## src/rtl/riscv_pkg.sv

```systemverilog
// Shared RISC-V pipeline encodings: write-back source select, load funct3
// codes and the write-back stage FSM states.
package riscv_pkg;

    localparam logic [1:0] WB_ALU = 2'd0;
    localparam logic [1:0] WB_MEM = 2'd1;
    localparam logic [1:0] WB_PC4 = 2'd2;

    localparam logic [2:0] F3_LB  = 3'b000;
    localparam logic [2:0] F3_LH  = 3'b001;
    localparam logic [2:0] F3_LW  = 3'b010;
    localparam logic [2:0] F3_LD  = 3'b011;
    localparam logic [2:0] F3_LBU = 3'b100;
    localparam logic [2:0] F3_LHU = 3'b101;
    localparam logic [2:0] F3_LWU = 3'b110;

    typedef enum logic {
        IDLE,
        WAIT_MEM
    } wb_state_e;

endpackage

```

## src/rtl/load_extract.sv

```systemverilog
// Combinational sub-word load extraction: picks the addressed lane of an
// aligned load word and sign- or zero-extends it to XLEN.
module load_extract
    import riscv_pkg::*;
#(
    parameter int XLEN  = 32,
    parameter int OFF_W = $clog2(XLEN / 8)
) (
    input  logic [2:0]       funct3,
    input  logic [OFF_W-1:0] offset,
    input  logic [XLEN-1:0]  rdata,
    output logic [XLEN-1:0]  data
);

    logic [OFF_W-1:0] aligned;
    logic [XLEN-1:0]  shifted;

    always_comb begin
        // Misaligned offsets are rounded down to the access size.
        aligned = offset;
        case (funct3[1:0])
            2'b01:   aligned[0]   = 1'b0;
            2'b10:   aligned[1:0] = 2'b00;
            2'b11:   aligned      = '0;
            default: aligned      = offset;
        endcase

        shifted = rdata >> {aligned, 3'b000};

        data = '0;
        case (funct3)
            F3_LB:   data = XLEN'($signed(shifted[7:0]));
            F3_LH:   data = XLEN'($signed(shifted[15:0]));
            F3_LW:   data = XLEN'($signed(shifted[31:0]));
            F3_LD:   data = (XLEN == 64) ? rdata : '0;
            F3_LBU:  data = XLEN'(shifted[7:0]);
            F3_LHU:  data = XLEN'(shifted[15:0]);
            F3_LWU:  data = XLEN'(shifted[31:0]);
            default: data = '0;
        endcase
    end

endmodule

```

## src/rtl/wb_stage_pipe.sv

```systemverilog
// Registered RISC-V write-back stage with load-response stall.
// Optional retired-instruction counter enabled by WB_RETIRE_CNT_EN.
module wb_stage_pipe
    import riscv_pkg::*;
#(
    parameter int XLEN    = 32,
    parameter int RADDR_W = 5
) (
    input  logic               clk,
    input  logic               rst,
    input  logic               valid_i,
    output logic               ready_o,
    input  logic               regwrite_i,
    input  logic [1:0]         wb_sel_i,
    input  logic [2:0]         funct3_i,
    input  logic [RADDR_W-1:0] rd_i,
    input  logic [XLEN-1:0]    alu_result_i,
    input  logic [XLEN-1:0]    pc_i,
    input  logic               dmem_rvalid_i,
    input  logic [XLEN-1:0]    dmem_rdata_i,
    output logic               rf_we_o,
    output logic [RADDR_W-1:0] rf_waddr_o,
    output logic [XLEN-1:0]    rf_wdata_o,
    output logic [63:0]        instret_o
);

    localparam int OFF_W = $clog2(XLEN / 8);

    wb_state_e state, state_next;

    logic               pend_regwrite;
    logic [RADDR_W-1:0] pend_rd;
    logic [2:0]         pend_funct3;
    logic [OFF_W-1:0]   pend_offset;

    logic               accept;
    logic               is_load;
    logic               complete;
    logic               latch_load;
    logic               done_regwrite;
    logic [RADDR_W-1:0] done_rd;
    logic [XLEN-1:0]    done_data;
    logic [XLEN-1:0]    load_data;
    logic [2:0]         ext_funct3;
    logic [OFF_W-1:0]   ext_offset;

    assign ready_o = (state == IDLE);
    assign accept  = valid_i && ready_o;
    assign is_load = (wb_sel_i == WB_MEM);

    // One extractor serves both same-cycle loads and latched waiting loads.
    assign ext_funct3 = (state == WAIT_MEM) ? pend_funct3 : funct3_i;
    assign ext_offset = (state == WAIT_MEM) ? pend_offset : alu_result_i[OFF_W-1:0];

    load_extract #(.XLEN(XLEN)) u_load_extract (
        .funct3 (ext_funct3),
        .offset (ext_offset),
        .rdata  (dmem_rdata_i),
        .data   (load_data)
    );

    always_comb begin
        state_next    = state;
        complete      = 1'b0;
        latch_load    = 1'b0;
        done_rd       = rd_i;
        done_regwrite = regwrite_i;
        done_data     = alu_result_i;
        case (state)
            IDLE: begin
                if (accept) begin
                    if (is_load && !dmem_rvalid_i) begin
                        latch_load = 1'b1;
                        state_next = WAIT_MEM;
                    end else begin
                        complete = 1'b1;
                        case (wb_sel_i)
                            WB_MEM:  done_data = load_data;
                            WB_PC4:  done_data = pc_i + XLEN'(4);
                            default: done_data = alu_result_i;
                        endcase
                    end
                end
            end
            WAIT_MEM: begin
                if (dmem_rvalid_i) begin
                    complete      = 1'b1;
                    done_rd       = pend_rd;
                    done_regwrite = pend_regwrite;
                    done_data     = load_data;
                    state_next    = IDLE;
                end
            end
            default: state_next = IDLE;
        endcase
    end

    always_ff @(posedge clk) begin
        if (rst) begin
            state <= IDLE;
        end else begin
            state <= state_next;
        end
    end

    always_ff @(posedge clk) begin
        if (rst) begin
            pend_regwrite <= 1'b0;
            pend_rd       <= '0;
            pend_funct3   <= '0;
            pend_offset   <= '0;
        end else if (latch_load) begin
            pend_regwrite <= regwrite_i;
            pend_rd       <= rd_i;
            pend_funct3   <= funct3_i;
            pend_offset   <= alu_result_i[OFF_W-1:0];
        end
    end

    // The write port doubles as the bypass source, so x0 always reads back 0.
    always_ff @(posedge clk) begin
        if (rst) begin
            rf_we_o    <= 1'b0;
            rf_waddr_o <= '0;
            rf_wdata_o <= '0;
        end else begin
            rf_we_o <= complete && done_regwrite && (done_rd != '0);
            if (complete) begin
                rf_waddr_o <= done_rd;
                rf_wdata_o <= (done_rd == '0) ? '0 : done_data;
            end else begin
                rf_waddr_o <= '0;
                rf_wdata_o <= '0;
            end
        end
    end

`ifdef WB_RETIRE_CNT_EN
    logic [63:0] instret_q;

    always_ff @(posedge clk) begin
        if (rst) begin
            instret_q <= '0;
        end else if (complete) begin
            instret_q <= instret_q + 64'd1;
        end
    end

    assign instret_o = instret_q;
`else
    assign instret_o = '0;
`endif

endmodule

```

## config.mk

```make
export PLATFORM = sky130hd
export DESIGN_NAME = wb_stage_pipe
export DESIGN_NICKNAME = d
export VERILOG_FILES = /design/src/rtl/riscv_pkg.sv /design/src/rtl/load_extract.sv /design/src/rtl/wb_stage_pipe.sv
export SDC_FILE = /design/constraint.sdc
export NUM_CORES = 1
export LEC_CHECK = 0
export CORE_UTILIZATION = 42
export DETAILED_ROUTE_END_ITERATION = 10
export PLACE_DENSITY = 0.82
export SETUP_SLACK_MARGIN = 0.2
export SLEW_MARGIN = 20
export SYNTH_ARGS = -nofsm -noshare
export SYNTH_HDL_FRONTEND = slang
export SYNTH_SLANG_ARGS = --single-unit
```

## constraint.sdc

```tcl
create_clock -name clk -period 3.05 [get_ports clk]
set_input_delay 0.61 -clock clk [delete_from_list [all_inputs] [get_ports clk]]
set_output_delay 0.61 -clock clk [all_outputs]
set_load 0.01 [all_outputs]
```

==> results of run 1 <==
==> sequential cells by signal, indices dropped and copies added (netlist names) <==
| name | cells |
|---|---|
| rf_we_o | 1 |
| rf_wdata_o | 32 |
| pend_regwrite | 1 |
| pend_offset | 2 |
| state | 1 |
| rf_waddr_o | 5 |
| pend_funct3 | 3 |
| pend_rd | 5 |
==> area by class of cell <==
type                            instances  share of cell area
Clock buffer                            6              0.0135
Inverter                               13             0.00798
Timing Repair Buffer                  193               0.298
Tap cell                              136              0.0278
Multi-Input combinational cell        506               0.487
Clock inverter                          2             0.00204
Sequential cell                        50               0.164
==> cells in the mapped netlist, drive strengths merged, types with 4 or more instances <==
library cell  count
nand2            90
buf              79
a21oi            53
dfxtp            50
o21ai            41
nor2             36
clkbuf           23
xnor2            18
a31oi            16
nand3            16
a22oi            15
and3             15
inv              12
nand4            12
nor3             11
xor2             11
a211oi            9
o22ai             9
mux2i             6
a221o             5
a222oi            5
and2              5
a221oi            4
and4              4
nor2b             4
nor4              4
o221ai            4
or3               4
==> path summary, 6_finish.rpt <==
check	from	to	slack, ns
worst min-delay path	pend_regwrite	rf_we_o	0.47
worst max-delay path	funct3_i[1]	rf_wdata_o[14]	0.32
worst max register to register	state	rf_wdata_o[30]	0.59
worst min register to register	pend_regwrite	rf_we_o	0.47
==> layer usage <==
| layer | share of wire | track usage |
|---|---|---|
| met1 | 0.39 | 0.371 |
| met5 | 0 | 0 |
| met4 | 0.020 | 0.0825 |
| met3 | 0.089 | 0.0474 |
| met2 | 0.50 | 0.520 |
==> kinds of logic after synthesis <==
family / share of synthesized area
compound gates: 0.279
xor+xnor: 0.0588
fa+ha+maj: 0.00844
buf+inv: 0.160
flops: 0.225
mux: 0.0160
other cells: 0.000843
simple gates: 0.252
==> power groups by stage <==
| stage | Combinational, uW | Sequential, uW | Clock [uW] |
|---|---|---|---|
| final | 690 | 699 | 428 |
| after global routing | 737 | 702 | 458 |
| after CTS | 678 | 699 | 426 |
| after detailed placement | 675 | 713 | 0 |
| after global placement | 669 | 714 | 0 |
| after floorplan | 366 | 722 | 0 |
==> through the flow <==
step	power, uW	cells	setup WS, ns
5_1_grt	1900	906	0.217
3_5_place_dp	1390	898	-0.0478
2_1_floorplan	1090	671	0.746
3_3_place_gp	1380	898	0.101
4_1_cts	1800	906	0.288
6_report	1820	906	0.316
==> worst min-delay path, cell delays in order (launching register included) <==
cell and delay, ns:
sky130_fd_sc_hd__dfxtp_1 0.33, sky130_fd_sc_hd__nand2_1 0.05, sky130_fd_sc_hd__a21oi_1 0.05
==> metrics.log, run 1 <==
[metrics] cts hold-fix bufs: 0
[metrics] antenna violations before repair: 0
[metrics] area of the die: 11000 um^2
[metrics] number of post-CTS setup repair buffers: 0
[metrics] Slew HR: 0.612
[metrics] most common cell after layout, fill and taps aside: sky130_fd_sc_hd__clkdlybuf4s50_1
[metrics] sequential share of the synthesized area: 0.225
[metrics] die width: around 100 um
[metrics] area of all sequential standard cells: about 1000 um^2
[metrics] power density of the placed cells: between 200 and 300 nW/um^2
[metrics] post-layout instance area: 6120 um^2
[metrics] max-cap viol count: 0
[metrics] htree depth: 2
[metrics] layout cells sized above 1: 0.101
[metrics] cell types occupying the most area after synthesis: sky130_fd_sc_hd__dfxtp_1 (23%), sky130_fd_sc_hd__buf_4 (11%), sky130_fd_sc_hd__nand2_1 (7.5%)
[metrics] overall via count from detail_route: 5151
[metrics] first-pass detailed-route iteration total: 6
[metrics] clock transition at the registers of the reported paths: 0.10 ns
[metrics] number of warning messages in the yosys log: 0
[metrics] port bufs: 149
[metrics] Placer Congestion: 1.01
[metrics] ratio of routed vias to standard cells: ~5.7
[metrics] HPWL after DPL: roughly 13 mm
[metrics] arrival time of the worst setup path: approximately 3.0 ns
[metrics] Max Fanout on Critical Path: 7
[metrics] Worst Hold Margin: 0.466 ns
[metrics] switching portion of total power: 0.341
[metrics] part of the power in registers: 0.385
[metrics] effective utilization at floorplan: 0.433
[metrics] TritonCTS sink count: 50
[metrics] CP Class: input port to flip-flop
[metrics] class of the most critical hold timing path: flip-flop to flip-flop
[metrics] proportion of netlist area held by the largest area contributor: 0.225
[metrics] Detailed Route Iter0 Violations: 362
[metrics] Fill cells: 1005
[metrics] startpoint class of the critical path: input port
[metrics] source-to-sink clock delay at the later pin of the worst-skew pair: just over 0.3 ns
[metrics] DRC violations left: 0
[metrics] number of top-level pins: around 210
[metrics] Ant. Diodes: 0
[metrics] Root Buffer: sky130_fd_sc_hd__clkbuf_8
[metrics] Cells after Synth: 608
[metrics] placeable core area: between 10000 and 15000 um^2
[metrics] ordered cell list for the critical path: clkdlybuf4s50_1 -> or4b_4 -> nand3_1 -> a211oi_2 -> nor3_1 -> buf_4 -> o22ai_1 -> a221o_1
[metrics] number of library cell types mapped by synthesis: 75
[metrics] CTS-repair resized insts: 0
[metrics] Slowest Stage Delay on Critical Path: slightly above 0.6 ns
[metrics] TritonCTS clock tree: done
[metrics] Multi-input gate area: 2980 um^2
[metrics] height of the die: around 100 um
[metrics] post-layout minimum cycle time: ~2.7 ns
[metrics] post-detailed-routing wire length: between 15 and 20 mm
[metrics] netlist area before placement: 4450 um^2
[metrics] Clk network pwr share: 0.236
[metrics] global-route congestion overflow total: 0
[metrics] Post-synth top flop: sky130_fd_sc_hd__dfxtp_1
[metrics] NetSw: about 620 uW
[metrics] Leakage Power: 0.00242 uW
[metrics] cell accounting for the most synthesized area: sky130_fd_sc_hd__dfxtp_1
[metrics] number of rows created at floorplan: 37
[metrics] number of cells traversed by the worst register-to-register path: 7
[metrics] Internal Power: ~1200 uW
[metrics] run status: finished clean
[metrics] cell count along the critical path: 8
[metrics] Worst Path Buf+Inv: 2
[metrics] via count of the first global-routing pass: 4791
[metrics] placed inst area: approximately 6000 um^2
[metrics] number of hold-slack violations in the final timing report: 0
[metrics] clock buffers created by TritonCTS: 5
[metrics] maximum number of pins on one net before global-route repair: 28
[metrics] Slew @ Worst Pin: 0.581 ns
[metrics] slowest cell on the critical path: sky130_fd_sc_hd__or4b_4
[metrics] residual antenna-violating net count after detailed routing: 0
[metrics] highest ir drop seen on vdd: 0.171 mV
[metrics] dominant delay contributor by cell family on the critical path: simple AND/OR/NAND/NOR gates
[metrics] EDFF count, synth: 0
[metrics] count of nets after finishing: between 800 and 900
[metrics] async set or reset register ratio after synthesis: 0
[metrics] Clock Path Buffers: 2
[metrics] wire length of the first global-routing pass: ~26 mm
[metrics] area delta synth->final: 37.6%
[metrics] Synth Area per Inst: 7.31 um^2
[metrics] Layout Skew: 0.0128 ns
[metrics] aggregate global-route resource usage: 0.296
[metrics] share of power burned in combinational logic: 0.380
[metrics] fmax: roughly 370 MHz
[metrics] Setup Total Neg Slack: 0 ns
[metrics] number of failing setup endpoints in the final timing report: 0
[metrics] Critical Path End Type: flip-flop
[metrics] period utilisation layout: 0.896
[metrics] leading cell types in the layout, fill and taps excluded: sky130_fd_sc_hd__clkdlybuf4s50_1 (149), sky130_fd_sc_hd__nand2_1 (89), sky130_fd_sc_hd__conb_1 (64)
[metrics] post-route core utilization: 0.595
[metrics] Synth Register Bits: 50
[metrics] routed length per placed instance: 18.3 um
[metrics] required arrival time at the worst endpoint: around 3.3 ns
[metrics] unrepaired setup endpoints after global routing: no
[metrics] worst hold path stage count: 2
[metrics] count of final max-slew check failures: 0
Power figures use the tool's default switching activity.
==> run 2, diff against run 1 <==
--- a/config.mk
+++ b/config.mk
@@ -6,7 +6,9 @@
 export NUM_CORES = 1
 export LEC_CHECK = 0
 export CORE_UTILIZATION = 42
+export CTS_CLUSTER_SIZE = 30
 export DETAILED_ROUTE_END_ITERATION = 10
+export GPL_ROUTABILITY_DRIVEN = 0
 export PLACE_DENSITY = 0.82
 export SETUP_SLACK_MARGIN = 0.2
 export SLEW_MARGIN = 20
==> metrics.log, run 2 (synthesis gave the netlist of run 1 again) <==
[metrics] first-pass detailed-route iteration total: 6
[metrics] Layout Skew: ~0.0036 ns
[metrics] clock transition at the registers of the reported paths: 0.10 ns
[metrics] source-to-sink clock delay at the later pin of the worst-skew pair: a little over 0.3 ns
[metrics] clock buffers created by TritonCTS: 5
[metrics] residual antenna-violating net count after detailed routing: 0
[metrics] number of rows created at floorplan: 37
[metrics] number of hold-slack violations in the final timing report: 0
[metrics] Clock Path Buffers: 2
[metrics] Largest regs: rf_wdata_o x32, pend_rd x5, rf_waddr_o x5
[metrics] htree depth: 2
[metrics] Global Route met1 Usage: 0.357
[metrics] die width: between 100 and 150 um
[metrics] worst hold path stage count: 2
[metrics] required arrival time at the worst endpoint: about 3.3 ns
[metrics] count of final max-slew check failures: 0
[metrics] most used routing layer: met2
[metrics] Root Buffer: sky130_fd_sc_hd__clkbuf_8
[metrics] count of nets after finishing: 877
[metrics] area of the die: between 10000 and 15000 um^2
[metrics] Max Fanout on Critical Path: 6
[metrics] Worst Setup SP: funct3_i[1]
[metrics] reg-to-reg critical path endpoint: rf_wdata_o[15]
[metrics] class of the most critical hold timing path: flip-flop to flip-flop
[metrics] number of top-level pins: around 210
[metrics] met2 usage: 0.471
[metrics] Final Power: approximately 1900 uW
[metrics] period utilisation layout: 0.912
[metrics] highest ir drop seen on vdd: 0.224 mV
[metrics] ordered cell list for the critical path: clkdlybuf4s50_1 -> buf_4 -> nor3b_4 -> o21ai_0 -> a211o_1 -> a211o_1 -> a31o_2 -> a31oi_1
[metrics] Worst Path Buf+Inv: 2
[metrics] leading cell types in the layout, fill and taps excluded: sky130_fd_sc_hd__clkdlybuf4s50_1 (149), sky130_fd_sc_hd__nand2_1 (89), sky130_fd_sc_hd__conb_1 (64)
[metrics] Worst Hold Margin: 0.471 ns
[metrics] post-layout minimum cycle time: between 2 and 3 ns
[metrics] fmax: 360 MHz
[metrics] via count of the first global-routing pass: 4915
[metrics] run status: finished clean
[metrics] most flop-heavy register: rf_wdata_o
[metrics] cts hold-fix bufs: 0
[metrics] maximum number of pins on one net before global-route repair: 26
[metrics] Detailed Route Iter0 Violations: between 600 and 700
[metrics] effective utilization at floorplan: 0.433
[metrics] placeable core area: between 10000 and 15000 um^2
[metrics] Ant. Diodes: 0
[metrics] CP Class: input port to flip-flop
[metrics] r2r setup slk: 0.49 ns
[metrics] number of cells traversed by the worst register-to-register path: 7
[metrics] global-route congestion overflow total: 0
[metrics] cell repeated most along the worst path: sky130_fd_sc_hd__a211o_1
[metrics] height of the die: ~100 um
[metrics] met3 usage in global routing: 0.0580
[metrics] power density of the placed cells: slightly above 300 nW/um^2
[metrics] post-detailed-routing wire length: between 15 and 20 mm
[metrics] antenna violations before repair: 0
[metrics] reg-to-reg critical path startpoint: state
[metrics] number of post-CTS setup repair buffers: 0
[metrics] worst setup margin: 0.269 ns
[metrics] slowest cell on the critical path: sky130_fd_sc_hd__clkdlybuf4s50_1
[metrics] number of failing setup endpoints in the final timing report: 0
[metrics] DRC violations left: 0
[metrics] dominant delay contributor by cell family on the critical path: compound AO/OA/AOI/OAI gates
[metrics] number of cells in the design after placement: 892
[metrics] layout cells sized above 1: 0.0942
[metrics] Place WS: -0.0387 ns
[metrics] overall via count from detail_route: 5253
[metrics] flip-flop count of the largest register after layout: 32
[metrics] max-cap viol count: 0
[metrics] TritonCTS clock tree: done
[metrics] Slew HR: 0.621
[metrics] Slew @ Worst Pin: approximately 0.57 ns
[metrics] ratio of routed vias to standard cells: 5.84
[metrics] non-filler cells, final: 900
[metrics] arrival time of the worst setup path: ~3 ns
[metrics] Setup Total Neg Slack: 0 ns
[metrics] aggregate global-route resource usage: 0.286
[metrics] Critical Path End Type: flip-flop
[metrics] TritonCTS sink count: 50
[metrics] routed length per placed instance: approximately 18 um
[metrics] wire length of the first global-routing pass: around 25 mm
[metrics] Leakage Power: 0.00240 uW
[metrics] most common cell after layout, fill and taps aside: sky130_fd_sc_hd__clkdlybuf4s50_1
[metrics] startpoint class of the critical path: input port
[metrics] area delta synth->final: 37.2%
[metrics] unrepaired setup endpoints after global routing: no
[metrics] end point of the worst hold path: pend_regwrite
[metrics] HPWL after DPL: 12.7 mm
[metrics] Slowest Stage Delay on Critical Path: 0.56 ns
[metrics] port bufs: 149
[metrics] startpoint of the tightest hold check path: pend_regwrite
-- run 2: cell count changes in the layout (fill, tap and decap cells not counted) --
| cell | change |
|---|---|
| sky130_fd_sc_hd__nor3b_4 | +1 |
| sky130_fd_sc_hd__clkinv_2 | +1 |
| sky130_fd_sc_hd__clkbuf_8 | -1 |
| sky130_fd_sc_hd__clkinvlp_4 | -1 |
| sky130_fd_sc_hd__a211oi_2 | -1 |
| sky130_fd_sc_hd__nor3b_2 | -1 |
| sky130_fd_sc_hd__buf_4 | -6 |
| sky130_fd_sc_hd__bufinv_16 | +1 |
| sky130_fd_sc_hd__a211oi_4 | +1 |
-- run 2: through the flow --
stage                     area, um^2  utilization
after floorplan                 4680            -
after global placement          5970        0.580
after detailed placement        5970        0.580
after CTS                       6070        0.591
after global routing            6100        0.594
final                           6100        0.594
-- run 2: worst max-delay path by stage --
| stage | end | slack [ns] | cells past startpoint |
|---|---|---|---|
| floorplan | rf_wdata_o[16] | 0.75 | 10 |
| global placement | rf_wdata_o[23] | 0.08 | 7 |
| detailed placement | rf_wdata_o[23] | -0.04 | 8 |
| CTS | rf_wdata_o[21] | 0.25 | 8 |
| global route | rf_wdata_o[27] | 0.20 | 9 |
| finish | rf_wdata_o[15] | 0.27 | 8 |
-- run 2: power breakdown --
group	switching, uW	internal (uW)	total (uW)
Clock	243	242	485
Combinational	359	326	685
Sequential	14.0	684	698
Total	617	1250	1870
-- run 2: repair_timing --
item                       CTS  global route
setup endpoints to repair    0            19
hold endpoints to repair     0             0
resized for setup            0             4
-- run 2: area by class of cell --
class                           instances  area (um^2)
Clock buffer                            5         68.8
Clock inverter                          3         40.0
Fill cell                             904         4180
Inverter                               13         48.8
Multi-Input combinational cell        506         3000
Sequential cell                        50         1000
Tap cell                              136          170
Timing Repair Buffer                  187         1780
-- run 2: metal layers --
| layer | routed length, um | vias to the layer above | share of wire |
|---|---|---|---|
| met2 | 7640 | 444 | 0.47 |
| met5 | 0 | - | 0 |
| met3 | 1940 | 68 | 0.12 |
| met1 | 6050 | 2346 | 0.37 |
| li1 | - | 2395 | - |
| met4 | 705 | 0 | 0.043 |
-- run 2: worst reg2reg max path: cells and delay by family (launching register included) --
family	cells	cell delay [ns]
flops	1	0.57
simple gates	2	0.63
compound gates	4	0.93
buf+inv	1	0.34
